--- src/rtl/cmb_arbiter.sv ---
// Round-robin scheduler sharing one combinational cmb instance among NREQ requesters.
// Optional output checker on q/t is built when CMB_ARB_SELFCHECK_EN is defined.
module cmb_arbiter #(
  parameter int NREQ        = 4,
  parameter int EVAL_CYCLES = 1
) (
  input  logic                 clk,
  input  logic                 rst,
  input  logic [NREQ-1:0]      req_valid,
  output logic [NREQ-1:0]      req_ready,
  input  logic [16*NREQ-1:0]   req_vec,
  output logic [15:0]          cmb_in,
  input  logic [3:0]           cmb_out,
  output logic                 rsp_valid,
  input  logic                 rsp_ready,
  output logic [2:0]           rsp_id,
  output logic [3:0]           rsp_data,
  output logic                 busy,
  output logic                 selfcheck_err
);

  typedef enum logic [1:0] {
    IDLE = 2'd0,
    EVAL = 2'd1,
    RESP = 2'd2
  } state_t;

  state_t      state;
  logic [2:0]  last_grant;
  logic [3:0]  cnt;
  logic [2:0]  winner;
  logic [15:0] win_vec;
  logic        found;
  logic        sample;

  // Search upward from last_grant+1, wrapping; the first requesting index wins.
  always_comb begin
    winner  = '0;
    win_vec = '0;
    found   = 1'b0;
    for (int off = 1; off <= NREQ; off++) begin
      for (int k = 0; k < NREQ; k++) begin
        if (!found && req_valid[k] && (k == (int'(last_grant) + off) % NREQ)) begin
          found   = 1'b1;
          winner  = 3'(k);
          win_vec = req_vec[16*k +: 16];
        end
      end
    end
  end

  assign sample = (state == EVAL) && (cnt == 4'd1);

  genvar gi;
  generate
    for (gi = 0; gi < NREQ; gi++) begin : g_ready
      assign req_ready[gi] = (state == IDLE) && !rst && found && (winner == 3'(gi));
    end
  endgenerate

  always_ff @(posedge clk) begin
    if (rst) begin
      state      <= IDLE;
      cmb_in     <= '0;
      rsp_data   <= '0;
      rsp_id     <= '0;
      rsp_valid  <= 1'b0;
      busy       <= 1'b0;
      last_grant <= 3'(NREQ - 1);
      cnt        <= '0;
    end else begin
      case (state)
        IDLE: begin
          if (found) begin
            cmb_in     <= win_vec;
            rsp_id     <= winner;
            last_grant <= winner;
            cnt        <= 4'(EVAL_CYCLES);
            busy       <= 1'b1;
            state      <= EVAL;
          end
        end
        EVAL: begin
          cnt <= cnt - 4'd1;
          if (cnt == 4'd1) begin
            rsp_data  <= cmb_out;
            rsp_valid <= 1'b1;
            state     <= RESP;
          end
        end
        RESP: begin
          // Returning to IDLE costs one cycle before the next grant can be issued.
          if (rsp_ready) begin
            rsp_valid <= 1'b0;
            busy      <= 1'b0;
            state     <= IDLE;
          end
        end
        default: begin
          rsp_valid <= 1'b0;
          busy      <= 1'b0;
          state     <= IDLE;
        end
      endcase
    end
  end

`ifdef CMB_ARB_SELFCHECK_EN
  logic exp_q;
  logic exp_t;
  logic err_reg;

  assign exp_q = &cmb_in[15:4];
  assign exp_t = ~|cmb_in[11:0];

  always_ff @(posedge clk) begin
    if (rst) begin
      err_reg <= 1'b0;
    end else if (sample && ({exp_q, exp_t} != {cmb_out[3], cmb_out[0]})) begin
      err_reg <= 1'b1;
    end
  end

  assign selfcheck_err = err_reg;
`else
  assign selfcheck_err = 1'b0;
`endif

endmodule
--- config.mk ---
export PLATFORM = sky130hd
export DESIGN_NAME = cmb_arbiter
export DESIGN_NICKNAME = d
export VERILOG_FILES = /design/src/rtl/cmb_arbiter.sv
export SDC_FILE = /design/constraint.sdc
export NUM_CORES = 1
export LEC_CHECK = 0
export ABC_AREA = 0
export BUFFER_PORTS_ARGS = -buffer_cell sky130_fd_sc_hd__buf_2
export CORE_MARGIN = 4
export CORE_UTILIZATION = 50
export DETAILED_ROUTE_END_ITERATION = 8
export HOLD_SLACK_MARGIN = 0.08
export PLACE_DENSITY = 0.8
export SLEW_MARGIN = 20
export SYNTH_ARGS = -nofsm -noshare
export SYNTH_HDL_FRONTEND = slang
export SYNTH_SLANG_ARGS = --single-unit
--- constraint.sdc ---
create_clock -name clk -period 2.1 [get_ports clk]
set_input_delay 0.21 -clock clk [delete_from_list [all_inputs] [get_ports clk]]
set_output_delay 0.21 -clock clk [all_outputs]
set_load 0.01 [all_outputs]
# Word level (Yosys, flattened, before mapping)
# Cells that the tools add are included.
# op_classes
eq_ne	21
div	0
shift	0
multipliers	0
n_lt_le_gt_ge	0
add_sub_neg	5
bitwise	6
n_reduce_logical	70
muxes	58
# op_table
operator	count
$mux 16	16
$logic_not 32->1	4
$mux 3	14
$logic_and 1x1->1	37
$eq 3x3->1 const A	8
$mux 1	20
$logic_not 1->1	16
$eq 2x3->1 const A	4
$reduce_and 3->1	3
$pmux 4 s2	1
$reduce_or 2->1	4
$eq 3x2->1 const B	2
$mux 2	3
$pmux 1 s3	2
$pmux 2 s3	1
$reduce_and 2->1	3
$add 2x1->2 const B	2
$add 2x2->2 const B	2
$and 1x1->1 const A	4
$eq 4x1->1 const B	1
$mux 4	1
$ne 2x2->1 const B	2
$sub 4x1->4 const B	1
$eq 3x1->1 const B	1
7 further kinds	8
# word_totals
register_bits	33
out_inout_bits	30
romBits	0
mem_count	0
latch_bits	0
ram_bits	0

# Longest topological paths before layout
# Gate-level depths: netlist of the first run.
# logic_depth
word_depth	68
depth_mapped	9
depth_no_buf	7

# Worst setup path after synthesis of the first run
# No wires, ideal clock.
# synth_timing
path_kind	reg2reg
from	register last_grant[1]
to	register cmb_in[4]
stages_incl_launch_ff	10
period_less_slack_ns	1.717
required_time_ns	1.960
t_arrival_ns	1.577
path_buffers	3
setup_slack_ns	0.383
path_cell_list	dfxtp_1 buf_4 nor3b_2 and2_1 buf_4 buf_2 a22oi_1 o311ai_1 a21oi_1 o32ai_2
# synth_via
elab_chain_cells	67
word_cells_on_any_way	107
classes_between	add/sub (4); eq/ne (12); mux (32); bitwise (4); reduce/logical (55)
# synth_rtl
item	line	text
start, declared	29	logic [2:0] last_grant;
start signal, assigned	69	last_grant <= 3'(NREQ - 1);
start signal, assigned	77	last_grant <= winner;
$add 2x1->2	43	if (!found && req_valid[k] && (k == (int'(last_grant) + off) % NREQ)) begin
$reduce_or 2->1 (no line)	--	
$and 1x1->1 (no line)	--	
$logic_not 32->1	43	
$logic_and 1x1->1	43	
$mux 1	43	
$logic_not 1->1	43	
$logic_and 1x1->1 (2 in series)	43	
[... 48 more ...]	--	
$mux 1	43	
$logic_not 1->1	43	
$logic_and 1x1->1 (2 in series)	43	
$mux 1	43	
$logic_not 1->1	43	
$logic_and 1x1->1 (2 in series)	43	
$mux 1	43	
$reduce_and 2->1 (no line)	--	
end signal, assigned	75	cmb_in <= win_vec;
end, declared	12	output logic [15:0] cmb_in,
# Parallel ways exist; a longest one is shown, timed or not.
# A chain may end at the register's enable or synchronous reset.

# Final worst setup path of the first run
# layout_timing
from	register last_grant[0]
to	output req_ready[3]
# layout_via
elab_chain_cells	68
word_cells_on_any_way	108
classes_between	add/sub (4); eq/ne (13); mux (31); bitwise (4); reduce/logical (56)
# layout_rtl
item	line	text
$add 2x1->2	43	
$reduce_or 2->1 (no line)	--	
$and 1x1->1 (no line)	--	
$logic_not 32->1	43	
$logic_and 1x1->1	43	
$mux 1	43	
$logic_not 1->1	43	
$logic_and 1x1->1 (2 in series)	43	
[... 49 more ...]	--	
$logic_not 1->1	43	
$logic_and 1x1->1 (2 in series)	43	
$mux 1	43	
$logic_not 1->1	43	
$logic_and 1x1->1 (2 in series)	43	
$mux 3 or $mux 1 (tied branches)	43	
$eq 3x2->1 or $logic_and 1x1->1 (tied branches)	57	assign req_ready[gi] = (state == IDLE) && !rst && found && (winner == 3'(gi));
$logic_and 1x1->1 (*)	57	
end, declared	10	output logic [NREQ-1:0] req_ready,
# Mark *: on every way between the ends. The rest lies on a longest branch, timed or not.

==> results of run 1 <==
[timing repair]
action                                  in CTS  in global routing
gates resized for setup                      4                 10
endpoints found under the setup margin       3                 16
pin swaps                                    1                  4
cloned                                       0                  1
buffers inserted                             0                  9
hold endpoints to repair                     0                  0
[metal layers]
layer / up-vias / wire length, um / part of all wire [%]
met5: - / 0 / 0
met3: 104 / 2140 / 14
met4: 0 / 820 / 5.3
met2: 479 / 6820 / 44
li1: 2297 / - / -
met1: 2312 / 5640 / 37
[logic make-up (layout without fill, tap and decap cells)]
group           count (synthesis)  count (layout)  synth area share, %
buf+inv                        78             181                 9.92
fa+ha+maj                       2               2                0.659
compound gates                264             264                 51.0
flops                          32              32                 16.9
simple gates                  147             147                 19.3
other cells                     1               2               0.0988
mux                             7               7                 2.21
[flip-flops by register name, indices dropped and copies added (netlist names)]
name / flops
cmb_in: 16
cnt: 4
rsp_data: 4
last_grant: 2
rsp_id: 2
state: 2
busy: 1
rsp_valid: 1
[worst reg2reg max path, stage by stage (launching register included)]
cell	delay (ns)
dfxtp_1	0.34
buf_6	0.15
buf_4	0.13
nor3_2	0.27
nand2_1	0.43
o221ai_1	0.35
a211o_1	0.18
o32ai_1	0.06
[cell usage after synthesis, drive strengths merged (7+ instances only)]
cell / n / share of area, %
a21oi: 58 / 7.6
a211oi: 28 / 5.7
o32ai: 24 / 6.9
buf: 42 / 6.4
nor2: 64 / 6.7
dfxtp: 32 / 17
a211o: 12 / 2.8
o311ai: 12 / 2.8
clkbuf: 18 / 1.8
inv: 18 / 1.8
o21ai: 30 / 4.0
nand2b: 7 / 1.2
a221oi: 27 / 6.2
o22ai: 14 / 2.3
o221ai: 22 / 5.1
a22oi: 18 / 3.6
nand2: 35 / 3.5
[power groups by stage]
stage / registers, mW / logic, mW / clock network, mW
finish: 0.777 / 1.45 / 0.628
CTS: 0.775 / 1.37 / 0.623
global placement: 0.783 / 1.32 / 0
global route: 0.787 / 1.58 / 0.651
detailed placement: 0.787 / 1.36 / 0
floorplan: 0.813 / 0.864 / 0
[layout make-up]
cell class	count	area, um2
inverter	18	67.6
clock buffer	5	68.8
clock inverter	3	42.5
multi-input combinational	422	2810
sequential	32	644
fill	644	2570
tap	99	124
timing repair buffer	155	1000
[per-stage QoR]
stage	instance area (um2)	utilization [%]	setup slack, ns
2_1_floorplan	3800	-	0.383
3_3_place_gp	4510	61.5	0.0756
3_5_place_dp	4510	61.5	0.0194
4_1_cts	4630	63.2	0.000374
5_1_grt	4760	65.0	-0.0378
6_report	4760	65.0	0.0452
[worst paths after layout]
check | depth (start not counted) | to | startpoint
worst max-delay path | 8 | req_ready[3] | last_grant[0]
worst min-delay path | 3 | rsp_data[3] | cmb_out[3]
worst max register to register | 7 | cmb_in[3] | last_grant[1]
worst min register to register | 2 | rsp_data[3] | rsp_data[3]
==> results.py, run 1 <==
metrics = {
    "run_status": {
        "outcome": "finished clean",
    },
    "clocking": {
        "clock-sinks": 32,
        "cts_htree_levels": 2,
        "tritoncts": "done",
        "postCtsHoldBufs": 0,
        "clk-insertion-delay-late_ns": 0.31,
        "clkTransAtPathRegs_ns": 0.07,
        "cts_buffers": 5,
        "root_buffer": "clkbuf_8",
        "cts_buffer_depth": 2,
    },
    "floorplan": {
        "fp.dieH_um": 95.1,
        "coreArea_um2": 7330,
        "die-area_um2": 9050,
        "rows": 31,
        "initial_core_util_pct": 51.8,
        "die_w_um": 95.1,
        "num_io_pins": 105,
    },
    "yosys": {
        "synth_cell_types": 59,
        "ys_seq_area_share_pct": 16.9,
        "syn-mean-instance-area_um2": 7.15,
        "yosysWarnings": 0,
        "synth_edf_count": 0,
        "synth_cells": 531,
        "ys.flop_type": "dfxtp_1",
        "synth-seq-cells": 32,
        "netlist_area_um2": 3800,
        "synthArstFlopShare_pct": 0,
    },
    "sta": {
        "final_max_slew_viol_count": 0,
        "setup_viol": 0,
        "fin_worst_skew_ns": 0.0145,
        "fmax_mhz": 487,
        "fin_crit_sh_pct": 97.8,
        "worst_pin_slew_ns": 0.634,
        "fin_setup_tns_ns": 0,
        "worst_hold_slack_ns": 0.149,
        "period_needed_ns": 2.05,
        "rsz0062_at_grt": "true",
        "slew_headroom_pct": 57.7,
        "hold_viol": 0,
    },
    "flow_run": {
        "maxCapViolCount": 0,
    },
    "worst_setup_path": {
        "ff2ff_setup_slack_ns": 0.07,
        "critical_path.top_delay_family": "simple AND/OR/NAND/NOR gates",
        "cp_slowest_cell": "dfxtp_4",
        "path_class": "reg2out",
        "arrival_ns": 1.84,
        "critPathBufInv": 2,
        "start_kind": "flop",
        "path_max_fanout": 10,
        "cp.required_ns": 1.89,
        "end_kind": "output port",
        "path_cells": "buf_12 -> nand2b_2 -> o22ai_1 -> a21oi_2 -> or2_1 -> nand2_1 -> a21oi_1 -> buf_2",
        "cp_slowest_stage_delay_ns": 0.36,
    },
    "layout": {
        "final_nets": 711,
        "diodes": 0,
        "final_common_cell": "buf_2",
        "fin_cells": 734,
        "final_cell_mix": "buf_2 (102), nor2_1 (59), a21oi_1 (57), buf_4 (44), nand2_1 (34)",
        "drive_gt1_share_pct": 30.4,
        "syn_to_final_growth_pct": 25.4,
    },
    "global_routing": {
        "grt_max_degree": 25,
        "met3_usage_pct": 7.73,
        "busiest_layer": "met2",
        "grt_remaining_overflow": 0,
        "grt_pass1_wl_um": 23900,
        "grt_use_met1_pct": 41.4,
        "grt_pass1_vias": 4937,
        "grtUsageMet2_pct": 52.1,
        "gr-usage-all-layers_pct": 33.1,
        "antenna_found_initial": 0,
    },
    "route": {
        "ant_nets": 0,
        "firstDrtPassIters": 6,
        "drcViolationCount": 0,
        "drtIter0Drc": 733,
        "wl_per_cell_um": 21.0,
        "vias_per_cell": 7.07,
        "dr_total_vias": 5192,
        "drt-total-wl_um": 15400,
    },
    "hold_path": {
        "hold_class": "in2reg",
    },
    "placement": {
        "port_buffers": 102,
        "hpwlAfterDp_um": 10600,
        "dpl.cell_count": 716,
        "globalplace.congestion": 0.975,
    },
    "pwr": {
        "power.share.clock_pct": 22.0,
        "p_leak_nw": 1.97,
        "swShare_pct": 40.6,
        "net-switching-power_mw": 1.16,
        "p_seq_share_pct": 27.2,
        "p_int_mw": 1.70,
        "finalPower_mw": 2.86,
        "share_comb_of_total_power_pct": 50.9,
        "power.density_nw_per_um2": 600,
        "vdd_drop_max_uv": 484,
    },
}
No activity file was read; power rests on OpenSTA's default activity.
==> inputs of run 2 (changes only) <==
--- a/config.mk
+++ b/config.mk
@@ -5,13 +5,13 @@
 export SDC_FILE = /design/constraint.sdc
 export NUM_CORES = 1
 export LEC_CHECK = 0
-export ABC_AREA = 0
+export ABC_AREA = 1
 export BUFFER_PORTS_ARGS = -buffer_cell sky130_fd_sc_hd__buf_2
 export CORE_MARGIN = 4
 export CORE_UTILIZATION = 50
 export DETAILED_ROUTE_END_ITERATION = 8
 export HOLD_SLACK_MARGIN = 0.08
-export PLACE_DENSITY = 0.8
+export PLACE_DENSITY = 0.79
 export SLEW_MARGIN = 20
 export SYNTH_ARGS = -nofsm -noshare
 export SYNTH_HDL_FRONTEND = slang
==> run 2 against run 1 <==
Net effect:
- first-iteration DRC count down 13%
- cell count up 49%
- clock power down 20%
- total power up 90%
- the run now ends with setup timing left
- clock skew down 0.0061 ns
- critical path depth up 7
==> results.py, run 2 <==
metrics = {
    "global_routing": {
        "grt_pass1_vias": 5725,
        "gr-usage-all-layers_pct": 33.6,
        "antenna_found_initial": 0,
        "grt_max_degree": 26,
        "grt_pass1_wl_um": 27700,
        "grt_remaining_overflow": 0,
    },
    "sta": {
        "hold_viol": 0,
        "fmax_mhz": 377,
        "final_max_slew_viol_count": 0,
        "fin_worst_skew_ns": 0.00842,
        "rsz0062_at_grt": "true",
        "setup_slack_ns": -0.553,
        "setup_viol": 30,
        "period_needed_ns": 2.65,
        "fin_crit_sh_pct": 126,
    },
    "layout": {
        "largest_reg_flops": 16,
        "fin_cells": 1092,
        "fin_area_um2": 5890,
        "utilization_pct": 71.7,
        "syn_to_final_growth_pct": 39.0,
        "final_cell_mix": "nor2_1 (171), nand2_1 (166), nand3_1 (124), inv_1 (103), buf_2 (102)",
        "final_nets": 1063,
        "regMostFlops": "cmb_in",
        "drive_gt1_share_pct": 27.2,
        "diodes": 0,
        "final_common_cell": "nor2_1",
        "reg_top3": "cmb_in: 16 flops, cnt: 4 flops, rsp_data: 4 flops",
    },
    "route": {
        "dr_total_vias": 6419,
        "wl_per_cell_um": 16.4,
        "ant_nets": 0,
        "firstDrtPassIters": 5,
        "drcViolationCount": 0,
        "drt-total-wl_um": 17900,
        "drtIter0Drc": 638,
        "vias_per_cell": 5.88,
    },
    "yosys": {
        "synth_edf_count": 0,
        "yosysWarnings": 0,
        "synth_top_area_share_pct": 15.9,
        "synth_most_common_cell": "nor2_1",
        "ys_seq_area_share_pct": 15.1,
        "synth_cells": 818,
        "synth_top_cells_by_count": "nor2_1 (179), nand2_1 (174), nand3_1 (128)",
        "ys.flop_type": "dfxtp_1",
        "syn-mean-instance-area_um2": 5.18,
        "ys_top_cells_by_area": "nor2_1 (16%), nand2_1 (15%), dfxtp_1 (15%), nand3_1 (15%), nand4_1 (11%)",
        "yosys.area.top_type": "nor2_1",
        "synth-seq-cells": 32,
        "synthArstFlopShare_pct": 0,
        "synth_cell_types": 36,
        "netlist_area_um2": 4240,
    },
    "placement": {
        "hpwlAfterDp_um": 12500,
        "dpl_worst_slack_ns": -0.292,
        "dpl_cell_area_um2": 5420,
        "globalplace.congestion": 1.03,
        "port_buffers": 102,
        "dpl.cell_count": 1061,
    },
    "floorplan": {
        "die-area_um2": 10000,
        "fp.dieH_um": 100,
        "die_w_um": 100,
        "num_io_pins": 105,
        "rows": 33,
        "initial_core_util_pct": 51.6,
        "coreArea_um2": 8220,
    },
    "worst_setup_path": {
        "cp.required_ns": 1.89,
        "critPathBufInv": 3,
        "path_max_fanout": 8,
        "path_cells": "nor2_4 -> nand2_2 -> nand3_4 -> nor2_4 -> nand4_4 -> nor2_8 -> nand4_4 -> nor2_4 -> buf_12 -> nand4_4 -> nand2_4 -> inv_6 -> nand2_4 -> nor3_2 -> buf_2",
        "cp_slowest_stage_delay_ns": 0.45,
        "path_class": "reg2out",
        "cp_slowest_cell": "dfxtp_4",
        "critical_path.top_delay_family": "simple AND/OR/NAND/NOR gates",
        "arrival_ns": 2.44,
        "start_kind": "flop",
        "end_kind": "output port",
    },
    "hold_path": {
        "hold_class": "in2reg",
    },
    "clocking": {
        "clk-insertion-delay-late_ns": 0.30,
        "cts_buffers": 5,
        "tritoncts": "done",
        "clock-sinks": 32,
        "cts_buffer_depth": 2,
        "root_buffer": "clkbuf_8",
        "cts_htree_levels": 2,
        "clkTransAtPathRegs_ns": 0.07,
    },
    "pwr": {
        "vdd_drop_max_uv": 529,
        "p_leak_nw": 3.21,
        "power.density_nw_per_um2": 923,
        "finalPower_mw": 5.44,
    },
    "flow_run": {
        "maxCapViolCount": 0,
    },
    "run_status": {
        "violations": "setup timing",
        "outcome": "finished with violations",
    },
}
run 2: cell types whose count changed in the layout (fill, tap and decap cells not counted), sizes merged, moves of 27 or more:
cell    delta
a221oi    -27
nand2    +142
nand4     +81
nor2     +122
a21oi     -31
a211oi    -27
inv       +90
buf       +56
nand3    +124
run 2: worst paths after layout:
path                       from            to  slack, ns  cells past startpoint
hold / removal       cmb_out[3]   rsp_data[3]       0.15                      3
hold reg to reg       rsp_id[0]     rsp_id[0]       0.46                      2
setup / recovery  last_grant[0]  req_ready[2]      -0.55                     15
setup reg to reg  last_grant[0]     cmb_in[5]      -0.48                     18
run 2: metal layers:
layer / wire (um) / track usage (%) / share of wire [%] / vias up
li1: - / - / - / 2980
met1: 6900 / 44.4 / 39 / 2825
met2: 7930 / 53.0 / 44 / 493
met3: 2140 / 5.70 / 12 / 121
met4: 941 / 16.7 / 5.3 / 0
met5: 0 / 0 / 0 / -
run 2: report_power, final:
part / internal, mW / total (mW) / switching [mW] / leakage, nW
sequential: 0.775 / 0.902 / 0.127 / 0.264
combinational: 1.64 / 4.04 / 2.40 / 2.90
clock: 0.267 / 0.500 / 0.233 / 0.0455
total: 2.68 / 5.44 / 2.76 / 3.21
run 2: metrics by stage:
step / TNS, ns / hold slack [ns]
after CTS: -6.72 / 0.150
after floorplan: -2.92 / 0.345
after global placement: -3.32 / 0.432
after detailed placement: -5.14 / 0.452
final: -12.44 / 0.148
after global routing: -15.64 / 0.165
run 2: final cells by class:
cell class / instances / area (um2)
flip-flops and latches: 32 / 648
clock buffers: 8 / 90.1
well taps: 105 / 131
multi-input cells: 628 / 3140
fillers: 723 / 2320
inverters: 109 / 419
repair buffers: 210 / 1470
run 2: cell families after synthesis:
family | share of synthesized area [%]
fa+ha+maj | 0.590
simple gates | 64.2
xor+xnor | 0.207
compound gates | 4.81
other cells | 0.0885
buf+inv | 15.0
flops | 15.1
run 2: worst reg2reg max path: stages, from the launching register on:
cell and delay [ns]:
dfxtp_4 0.45, nor2_4 0.06, nand2_2 0.09, nand3_4 0.09
nor2_4 0.16, nand4_4 0.16, nor2_8 0.15, nand4_4 0.10
nor2_4 0.22, buf_6 0.14, buf_4 0.09, buf_4 0.10
nand2_1 0.10, buf_6 0.18, nor2_1 0.09, nor2_1 0.06
nand2_1 0.07, nand2_1 0.08, a21oi_1 0.13
run 2: repair_timing:
| item | in CTS | in global routing |
|---|---|---|
| hold buffers | 0 | 0 |
| gates resized for setup | 23 | 23 |
| setup endpoints to repair | 29 | 30 |
| pin swaps | 21 | 17 |
| setup buffers | 13 | 9 |
| gates cloned | 1 | 0 |
